$ cat config.mk
export PLATFORM = sky130hd
export DESIGN_NAME = memtrace_lane_serializer_flat
export DESIGN_NICKNAME = d
export VERILOG_FILES = /design/src/rtl/memtrace_lane_serializer_if.sv /design/src/rtl/memtrace_lane_serializer.sv /design/src/flat_wrapper.sv
export SDC_FILE = /design/constraint.sdc
export NUM_CORES = 1
export LEC_CHECK = 0
export BUFFER_PORTS_ARGS = -buffer_cell sky130_fd_sc_hd__buf_2
export CORE_AREA = 2 2 276 278
export CTS_BUF_LIST = sky130_fd_sc_hd__clkbuf_2
export CTS_CLUSTER_DIAMETER = 120
export DETAILED_ROUTE_END_ITERATION = 8
export DIE_AREA = 0 0 278 280
export PLACE_DENSITY_LB_ADDON = 0.25
export SLEW_MARGIN = 25
export SYNTH_ARGS = -nofsm -noshare
export SYNTH_HDL_FRONTEND = slang
export SYNTH_SLANG_ARGS = --single-unit
$ cat constraint.sdc
create_clock -name clock -period 4 [get_ports clock]
set_input_delay 0.2 -clock clock [delete_from_list [all_inputs] [get_ports clock]]
set_output_delay 0.2 -clock clock [all_outputs]
set_load 0.05 [all_outputs]
$ cat src/rtl/memtrace_lane_serializer_if.sv
// Trace-beat input, single-lane memory request and load-response signals of the lane serializer.
// The master modport is the serializer; the slave modport is the trace source and memory side.
interface memtrace_lane_serializer_if #(
  parameter int NUM_LANES  = 4,
  parameter int DATA_WIDTH = 64,
  parameter int MASK_WIDTH = 8
);
  localparam int TAG_W = (NUM_LANES > 1) ? $clog2(NUM_LANES) : 1;

  logic                             trace_read_ready;
  logic [NUM_LANES-1:0]             trace_read_valid;
  logic [DATA_WIDTH*NUM_LANES-1:0]  trace_read_address;
  logic [NUM_LANES-1:0]             trace_read_is_store;
  logic [MASK_WIDTH*NUM_LANES-1:0]  trace_read_store_mask;
  logic [DATA_WIDTH*NUM_LANES-1:0]  trace_read_data;
  logic                             trace_read_finished;

  logic                             req_valid;
  logic                             req_ready;
  logic [DATA_WIDTH-1:0]            req_address;
  logic                             req_is_store;
  logic [MASK_WIDTH-1:0]            req_store_mask;
  logic [DATA_WIDTH-1:0]            req_data;
  logic [TAG_W-1:0]                 req_tag;

  logic                             resp_valid;

  modport master (
    output trace_read_ready,
    input  trace_read_valid, trace_read_address, trace_read_is_store,
    input  trace_read_store_mask, trace_read_data, trace_read_finished,
    output req_valid, req_address, req_is_store, req_store_mask, req_data, req_tag,
    input  req_ready, resp_valid
  );

  modport slave (
    input  trace_read_ready,
    output trace_read_valid, trace_read_address, trace_read_is_store,
    output trace_read_store_mask, trace_read_data, trace_read_finished,
    input  req_valid, req_address, req_is_store, req_store_mask, req_data, req_tag,
    output req_ready, resp_valid
  );
endinterface

$ cat src/rtl/memtrace_lane_serializer.sv
// Captures a multi-lane memory trace beat and issues its valid lanes one per cycle as
// single-lane requests, tracking outstanding loads and signalling when the trace has drained.
module memtrace_lane_serializer #(
  parameter int NUM_LANES    = 4,
  parameter int DATA_WIDTH   = 64,
  parameter int MASK_WIDTH   = 8,
  parameter int MAX_INFLIGHT = 16
) (
  input  logic                        clock,
  input  logic                        reset,
  memtrace_lane_serializer_if.master  bus,
  output logic [7:0]                  inflight_count,
  output logic                        done,
  output logic                        resp_error
);
  localparam int TAG_W = (NUM_LANES > 1) ? $clog2(NUM_LANES) : 1;

  typedef enum logic [1:0] {IDLE, SEND, DRAIN, DONE} state_t;

  state_t                           r_state;
  logic [NUM_LANES-1:0]             r_pend;
  logic [NUM_LANES-1:0]             r_store;
  logic [DATA_WIDTH*NUM_LANES-1:0]  r_addr;
  logic [DATA_WIDTH*NUM_LANES-1:0]  r_data;
  logic [MASK_WIDTH*NUM_LANES-1:0]  r_mask;
  logic                             r_fin;
  logic                             r_err;
  logic [7:0]                       r_inflight;

  logic [NUM_LANES-1:0]   w_sel_oh;
  logic [TAG_W-1:0]       w_sel;
  logic [DATA_WIDTH-1:0]  w_addr;
  logic [DATA_WIDTH-1:0]  w_data;
  logic [MASK_WIDTH-1:0]  w_mask;
  logic                   w_store;
  logic                   w_fin;
  logic                   w_full;
  logic                   w_req_valid;
  logic                   w_fire;
  logic                   w_load_acc;
  logic [NUM_LANES-1:0]   w_pend_next;

  // Lowest-indexed pending lane wins; scanning downward lets the last hit be the lowest.
  always_comb begin
    w_sel_oh = '0;
    w_sel    = '0;
    w_addr   = '0;
    w_data   = '0;
    w_mask   = '0;
    w_store  = 1'b0;
    for (int g = NUM_LANES - 1; g >= 0; g--) begin
      if (r_pend[g]) begin
        w_sel_oh    = '0;
        w_sel_oh[g] = 1'b1;
        w_sel       = TAG_W'(g);
        w_addr      = r_addr[g*DATA_WIDTH +: DATA_WIDTH];
        w_data      = r_data[g*DATA_WIDTH +: DATA_WIDTH];
        w_mask      = r_mask[g*MASK_WIDTH +: MASK_WIDTH];
        w_store     = r_store[g];
      end
    end
  end

  assign w_fin       = r_fin | bus.trace_read_finished;
  assign w_full      = (r_inflight == 8'(MAX_INFLIGHT));
  // A response arriving this cycle frees a slot, so a load may issue into a full window.
  assign w_req_valid = !reset && (r_state == SEND) && (|r_pend) &&
                       !(!w_store && w_full && !bus.resp_valid);
  assign w_fire      = w_req_valid && bus.req_ready;
  assign w_load_acc  = w_fire && !w_store;
  assign w_pend_next = r_pend & ~w_sel_oh;

  always_ff @(posedge clock) begin
    if (reset) begin
      r_state    <= IDLE;
      r_pend     <= '0;
      r_store    <= '0;
      r_addr     <= '0;
      r_data     <= '0;
      r_mask     <= '0;
      r_fin      <= 1'b0;
      r_err      <= 1'b0;
      r_inflight <= '0;
    end else begin
      r_fin <= w_fin;
      if (w_load_acc && !bus.resp_valid) begin
        r_inflight <= r_inflight + 8'd1;
      end else if (!w_load_acc && bus.resp_valid) begin
        if (r_inflight == 8'd0) r_err <= 1'b1;
        else                    r_inflight <= r_inflight - 8'd1;
      end
      case (r_state)
        IDLE: begin
          if (|bus.trace_read_valid) begin
            r_pend  <= bus.trace_read_valid;
            r_store <= bus.trace_read_is_store;
            r_addr  <= bus.trace_read_address;
            r_data  <= bus.trace_read_data;
            r_mask  <= bus.trace_read_store_mask;
            r_state <= SEND;
          end else if (w_fin) begin
            r_state <= DRAIN;
          end
        end
        SEND: begin
          if (w_fire) begin
            r_pend <= w_pend_next;
            if (w_pend_next == '0) r_state <= w_fin ? DRAIN : IDLE;
          end
        end
        DRAIN: begin
          if (r_inflight == 8'd0) r_state <= DONE;
        end
        DONE:    r_state <= DONE;
        default: r_state <= IDLE;
      endcase
    end
  end

  assign bus.trace_read_ready = (r_state == IDLE) && !reset;
  assign bus.req_valid        = w_req_valid;
  assign bus.req_address      = reset ? '0 : w_addr;
  assign bus.req_is_store     = reset ? 1'b0 : w_store;
  assign bus.req_store_mask   = reset ? '0 : w_mask;
  assign bus.req_data         = reset ? '0 : w_data;
  assign bus.req_tag          = reset ? '0 : w_sel;
  assign inflight_count       = reset ? 8'd0 : r_inflight;
  assign done                 = (r_state == DONE) && !reset;
  assign resp_error           = r_err && !reset;
endmodule

$ cat src/flat_wrapper.sv
// flat-port wrapper written by rule: the top's interface ports become plain ports
module memtrace_lane_serializer_flat 
#(
  parameter int NUM_LANES    = 4,
  parameter int DATA_WIDTH   = 64,
  parameter int MASK_WIDTH   = 8,
  parameter int MAX_INFLIGHT = 16
)
  (clock, reset, inflight_count, done, resp_error, bus_trace_read_ready, bus_trace_read_valid, bus_trace_read_address, bus_trace_read_is_store, bus_trace_read_store_mask, bus_trace_read_data, bus_trace_read_finished, bus_req_valid, bus_req_address, bus_req_is_store, bus_req_store_mask, bus_req_data, bus_req_tag, bus_req_ready, bus_resp_valid);
  memtrace_lane_serializer_if #(.NUM_LANES(NUM_LANES), .DATA_WIDTH(DATA_WIDTH), .MASK_WIDTH(MASK_WIDTH)) bus_i ();
  input  logic clock;
  input  logic reset;
  output logic [7:0] inflight_count;
  output logic done;
  output logic resp_error;
  output wire logic [$bits(bus_i.trace_read_ready)-1:0] bus_trace_read_ready;
  input wire logic [$bits(bus_i.trace_read_valid)-1:0] bus_trace_read_valid;
  input wire logic [$bits(bus_i.trace_read_address)-1:0] bus_trace_read_address;
  input wire logic [$bits(bus_i.trace_read_is_store)-1:0] bus_trace_read_is_store;
  input wire logic [$bits(bus_i.trace_read_store_mask)-1:0] bus_trace_read_store_mask;
  input wire logic [$bits(bus_i.trace_read_data)-1:0] bus_trace_read_data;
  input wire logic [$bits(bus_i.trace_read_finished)-1:0] bus_trace_read_finished;
  output wire logic [$bits(bus_i.req_valid)-1:0] bus_req_valid;
  output wire logic [$bits(bus_i.req_address)-1:0] bus_req_address;
  output wire logic [$bits(bus_i.req_is_store)-1:0] bus_req_is_store;
  output wire logic [$bits(bus_i.req_store_mask)-1:0] bus_req_store_mask;
  output wire logic [$bits(bus_i.req_data)-1:0] bus_req_data;
  output wire logic [$bits(bus_i.req_tag)-1:0] bus_req_tag;
  input wire logic [$bits(bus_i.req_ready)-1:0] bus_req_ready;
  input wire logic [$bits(bus_i.resp_valid)-1:0] bus_resp_valid;
  assign bus_trace_read_ready = bus_i.trace_read_ready;
  assign bus_i.trace_read_valid = bus_trace_read_valid;
  assign bus_i.trace_read_address = bus_trace_read_address;
  assign bus_i.trace_read_is_store = bus_trace_read_is_store;
  assign bus_i.trace_read_store_mask = bus_trace_read_store_mask;
  assign bus_i.trace_read_data = bus_trace_read_data;
  assign bus_i.trace_read_finished = bus_trace_read_finished;
  assign bus_req_valid = bus_i.req_valid;
  assign bus_req_address = bus_i.req_address;
  assign bus_req_is_store = bus_i.req_is_store;
  assign bus_req_store_mask = bus_i.req_store_mask;
  assign bus_req_data = bus_i.req_data;
  assign bus_req_tag = bus_i.req_tag;
  assign bus_i.req_ready = bus_req_ready;
  assign bus_i.resp_valid = bus_resp_valid;
  memtrace_lane_serializer #(.NUM_LANES(NUM_LANES), .DATA_WIDTH(DATA_WIDTH), .MASK_WIDTH(MASK_WIDTH), .MAX_INFLIGHT(MAX_INFLIGHT)) u_core (.clock(clock), .reset(reset), .bus(bus_i), .inflight_count(inflight_count), .done(done), .resp_error(resp_error));
endmodule
==> impl_metrics.csv, run 1 <==
group,metric,value,unit
outcome,status,"aborted with a tool error",
outcome,lastStage,"clock tree synthesis (4_1_cts)",
outcome,toolErrorMsg,"[ERROR RSZ-0060] Max buffer count reached.",
clocking,cts-root-buf,"clkbuf_2",
clocking,cts.path.max_buffers,3,
placement,finalWeightedCongestion,0.849,
floorplanning,pin_count,708,
placement,hpwl,59000,um
synthesis,synthMuxAreaShare,0.138,%
synthesis,synth_edf_count,0,
synthesis,yosys_warnings,0,
floorplanning,fp-row-count,101,
placement,portBuffers,707,
floorplanning,die_h,280,um
synthesis,synthSimpleGateAreaFrac,24.5,%
clocking,cts-hold-fix-buffers,982,
floorplanning,initial_utilization,31.3,%
synthesis,ys_seq_area_share,48.0,%
synthesis,synth-seq-cells,564,
clocking,cts_sinks,564,
clocking,postCtsSetupRepairBufs,3,
clocking,numCtsBuffers,155,
synthesis,syn_nets,3764,
clocking,ctsHtreeMaxLevel,4,
synthesis,synthArstFlopShare,0,%
synthesis,syn-instance-count,3197,
synthesis,synth_fa_ha_area_share,0.607,%
floorplanning,die_w,278,um
synthesis,synth_top_family_by_area,"simple AND/OR/NAND/NOR gates",
clocking,cts_resized,13,
placement,place_area,27700,sq um
synthesis,syn-cell-area,23500,sq um
synthesis,synth.distinct_cells,54,
synthesis,synth_xor_area_share,0.223,%
synthesis,synth_flop_cell,"dfxtp_1",
synthesis,syn_avg_cell_area,7.36,sq um
synthesis,synth-compound-area-share,21.2,%
==> cells in the mapped netlist (4+ instances only) <==
| cell type | count | area, sq um |
|---|---|---|
| nand2_1 | 1184 | 4440 |
| ha_1 | 9 | 113 |
| a221oi_1 | 63 | 552 |
| nor2b_1 | 10 | 62.6 |
| nor2_1 | 100 | 375 |
| dfxtp_1 | 564 | 11300 |
| a21oi_1 | 563 | 2820 |
| o2bb2ai_1 | 8 | 70.1 |
| nor3_1 | 142 | 711 |
| o22ai_1 | 130 | 813 |
| inv_1 | 8 | 30.0 |
| a211oi_1 | 77 | 578 |
| xnor2_1 | 4 | 35.0 |
| buf_2 | 89 | 445 |
| clkbuf_1 | 184 | 691 |
| buf_1 | 13 | 48.8 |
| nand3_1 | 4 | 20.0 |
==> cell families after synthesis <==
kind of cell    count (synthesis)
compound gates                859
xor+xnor                        6
simple gates                 1458
fa+ha+maj                      11
buf+inv                       296
mux                             3
flops                         564
==> metrics by stage <==
stage          utilization, %  setup slack (ns)  std cells
2_1_floorplan               -              1.02       3197
3_3_place_gp             36.8             0.462       4644
3_5_place_dp             36.8             0.466       4644
==> inputs of run 2 (changes only) <==
- CORE_AREA: 2 2 276 278 -> default
- CORE_MARGIN: default -> 2
- CORE_UTILIZATION: default -> 25
- CTS_BUF_LIST: sky130_fd_sc_hd__clkbuf_2 -> default
- CTS_CLUSTER_DIAMETER: 120 -> default
- DIE_AREA: 0 0 278 280 -> default
- PLACE_DENSITY_LB_ADDON: 0.25 -> 0.15
==> run 2 against run 1 <==
Area after synthesis unchanged. The run now ends clean. Synthesized cell count unchanged.
==> impl_metrics.csv, run 2 <==
group,metric,value,unit
timing,worst_pin_slew,1.03,ns
timing,setup_tns,0,ns
synthesis,synthSimpleGateAreaFrac,24.5,%
clocking,ctsHtreeMaxLevel,3,
clocking,cts-hold-fix-buffers,563,
timing,fin_ws,0.427,ns
global_routing,grt_overflow,0,
route,drc,0,
critical_path,critPathLaunch,"u_core.r_pend[2]$_SDFFE_PP0P_",
power,power_density,491,nW/um^2
synthesis,syn_nets,3764,
clocking,cts-root-buf,"clkbuf_16",
floorplanning,die_h,311,um
timing,fin_crit_sh,89.3,%
placement,place_area,28100,sq um
timing,rsz0062_at_grt,"false",
critical_path,startpoint_type,"flop",
finish,drive_gt1_share,20.2,%
clocking,cts_resized,0,
power,power.leakage,15.2,nW
floorplanning,pin_count,708,
route,num_vias,26400,
synthesis,ys_seq_area_share,48.0,%
synthesis,synthArstFlopShare,0,%
critical_path,crit_required,3.80,ns
clocking,cts_sinks,564,
global_routing,grt_max_degree,184,
floorplanning,coreArea,93300,sq um
synthesis,synthMuxAreaShare,0.138,%
synthesis,synth.most_common_cell,"nand2_1",
finish,finalInstanceArea,36100,sq um
timing,setup_violations,0,
floorplanning,die_w,311,um
global_routing,antenna_found_initial,20,
clocking,cts_tree,"done",
critical_path,cp_data_arrival_time,3.37,ns
synthesis,synth_top_cell_by_area,"dfxtp_1",
floorplanning,fp-row-count,112,
route,first_pass_iters,8,
route,final_antenna_net_count,0,
power,ir_worst_vdd,0.292,mV
clocking,clk_pin_slew,0.06,ns
placement,hpwl,65300,um
global_routing,grt_pass1_vias,26400,
critical_path,worstReg2RegStart,"u_core.r_pend[0]$_SDFFE_PP0P_",
route,wl_met2,50000,um
outcome,status,"finished clean",
route,drt-met1-wl,44500,um
clocking,postCtsSetupRepairBufs,0,
global_routing,grt_pass1_wl,155000,um
route,drt-total-wl,103000,um
synthesis,synth-compound-area-share,21.2,%
synthesis,synth_area_leaders,"dfxtp_1 (48%), nand2_1 (19%), a21oi_1 (12%)",
timing,max_freq,0.280,GHz
synthesis,synth-seq-cells,564,
clocking,cts.path.max_buffers,3,
hold_path,hold_start,"bus_trace_read_valid[1]",
finish,fin_util,38.7,%
synthesis,syn-cell-area,23500,sq um
synthesis,yosys_warnings,0,
clocking,worstSkewPairLatency,0.62,ns
synthesis,synthTopCellsByCount,"nand2_1 (1184), dfxtp_1 (564), a21oi_1 (563)",
timing,fin_worst_skew,0.0254,ns
global_routing,grtUsageTotal,20.2,%
floorplanning,initial_utilization,25.2,%
hold_path,holdCritPathClass,"in -> reg",
floorplanning,die-area,96500,sq um
placement,portBuffers,707,
timing,finalCriticalPeriod,3.57,ns
synthesis,synth.distinct_cells,54,
finish,nets,4868,
placement,preCtsSetupSlack,0.606,ns
finish,final_common_cell,"nand2_1",
critical_path,crit_path_max_fanout,81,
finish,reg_top3,"u_core.r_addr (256), u_core.r_data (256), u_core.r_mask (32)",
synthesis,synth_top_area_share,48.0,%
route,initialDrtViolationCount,1782,
finish,syn_to_final_growth,53.6,%
finish,final_cell_mix,"nand2_1 (1184), buf_2 (706), a21oi_1 (563), dlygate4sd3_1 (563), dfxtp_1 (562)",
synthesis,synth_edf_count,0,
job,cap_violations,0,
synthesis,syn-instance-count,3197,
synthesis,synth_top_family_by_area,"simple AND/OR/NAND/NOR gates",
route,post_drt_wl_per_cell,18.2,um
route,viasPerCell,4.68,
route,top_layer_used,"met5",
synthesis,synth_fa_ha_area_share,0.607,%
timing,final-max-slew-violation-count,0,
timing,hold_violations,0,
critical_path,worstSetupEndpointType,"output port",
critical_path,critical_path_class,"reg -> out",
synthesis,synth_flop_cell,"dfxtp_1",
clocking,numCtsBuffers,70,
route,met3_wirelength,3820,um
timing,relSlewSlack,31.0,%
synthesis,synth_xor_area_share,0.223,%
synthesis,syn_avg_cell_area,7.36,sq um
placement,finalWeightedCongestion,0.805,
[run 2: cell counts after synthesis]
No cell type changed its count.
[run 2: layout make-up]
type,count,area [sq um]
clock inverter,21,327
fill,9946,57200
sequential,564,11300
antenna,20,50.0
inverter,8,35.0
multi-input combinational,2337,11000
timing repair buffer,1320,9750
tap,1254,1570
clock buffer,105,2050
[run 2: worst paths after layout]
| check | depth (start not counted) | slack, ns | endpoint |
|---|---|---|---|
| hold reg to reg | 2 | 0.45 | u_core.r_addr[32]$_SDFFE_PP0P_ |
| setup / recovery | 5 | 0.43 | bus_req_address[24] |
| hold / removal | 4 | 0.06 | u_core.r_pend[1]$_SDFFE_PP0P_ |
| setup reg to reg | 14 | 0.59 | u_core.r_inflight[7]$_SDFFE_PP0P_ |
[run 2: routing by layer]
metal | track usage, % | vias up
met1 | 25.4 | 12400
met3 | 2.92 | 222
met2 | 34.5 | 679
met5 | 0 | -
li1 | - | 13100
met4 | 8.72 | 8
[run 2: cells by family (layout without fill, tap and decap cells)]
group,count (synthesis),after routing
adder cells (fa/ha/maj),11,11
XOR/XNOR,6,6
AND/OR/NAND/NOR,1458,1458
buffers and inverters,296,1454
other,0,20
AO/OA/AOI/OAI,859,859
flip-flops,564,564
multiplexers,3,3
[run 2: power by group]
part,leakage [nW],total [mW],internal [mW],switching [mW]
Combinational,9.34,4.61,1.69,2.92
Clock,1.16,6.59,3.97,2.62
Sequential,4.65,6.53,6.18,0.344
[run 2: worst max-delay path: stages (launching register included)]
cell,delay [ns]
dfxtp_4,0.40
buf_4,0.52
buf_4,0.86
a221oi_1,0.23
nor3_1,0.31
buf_2,0.33
[run 2: metrics by stage]
step / cells / hold slack [ns] / power, mW
detailed placement: 4920 / 0.447 / 10.8
CTS: 5609 / 0.00924 / 18.0
floorplan: 3197 / 0.326 / 9.42
global route: 5624 / 0.0491 / 18.6
finish: 5629 / 0.0638 / 17.7
global placement: 4919 / 0.441 / 10.8
(Power assumes the default switching activity.)
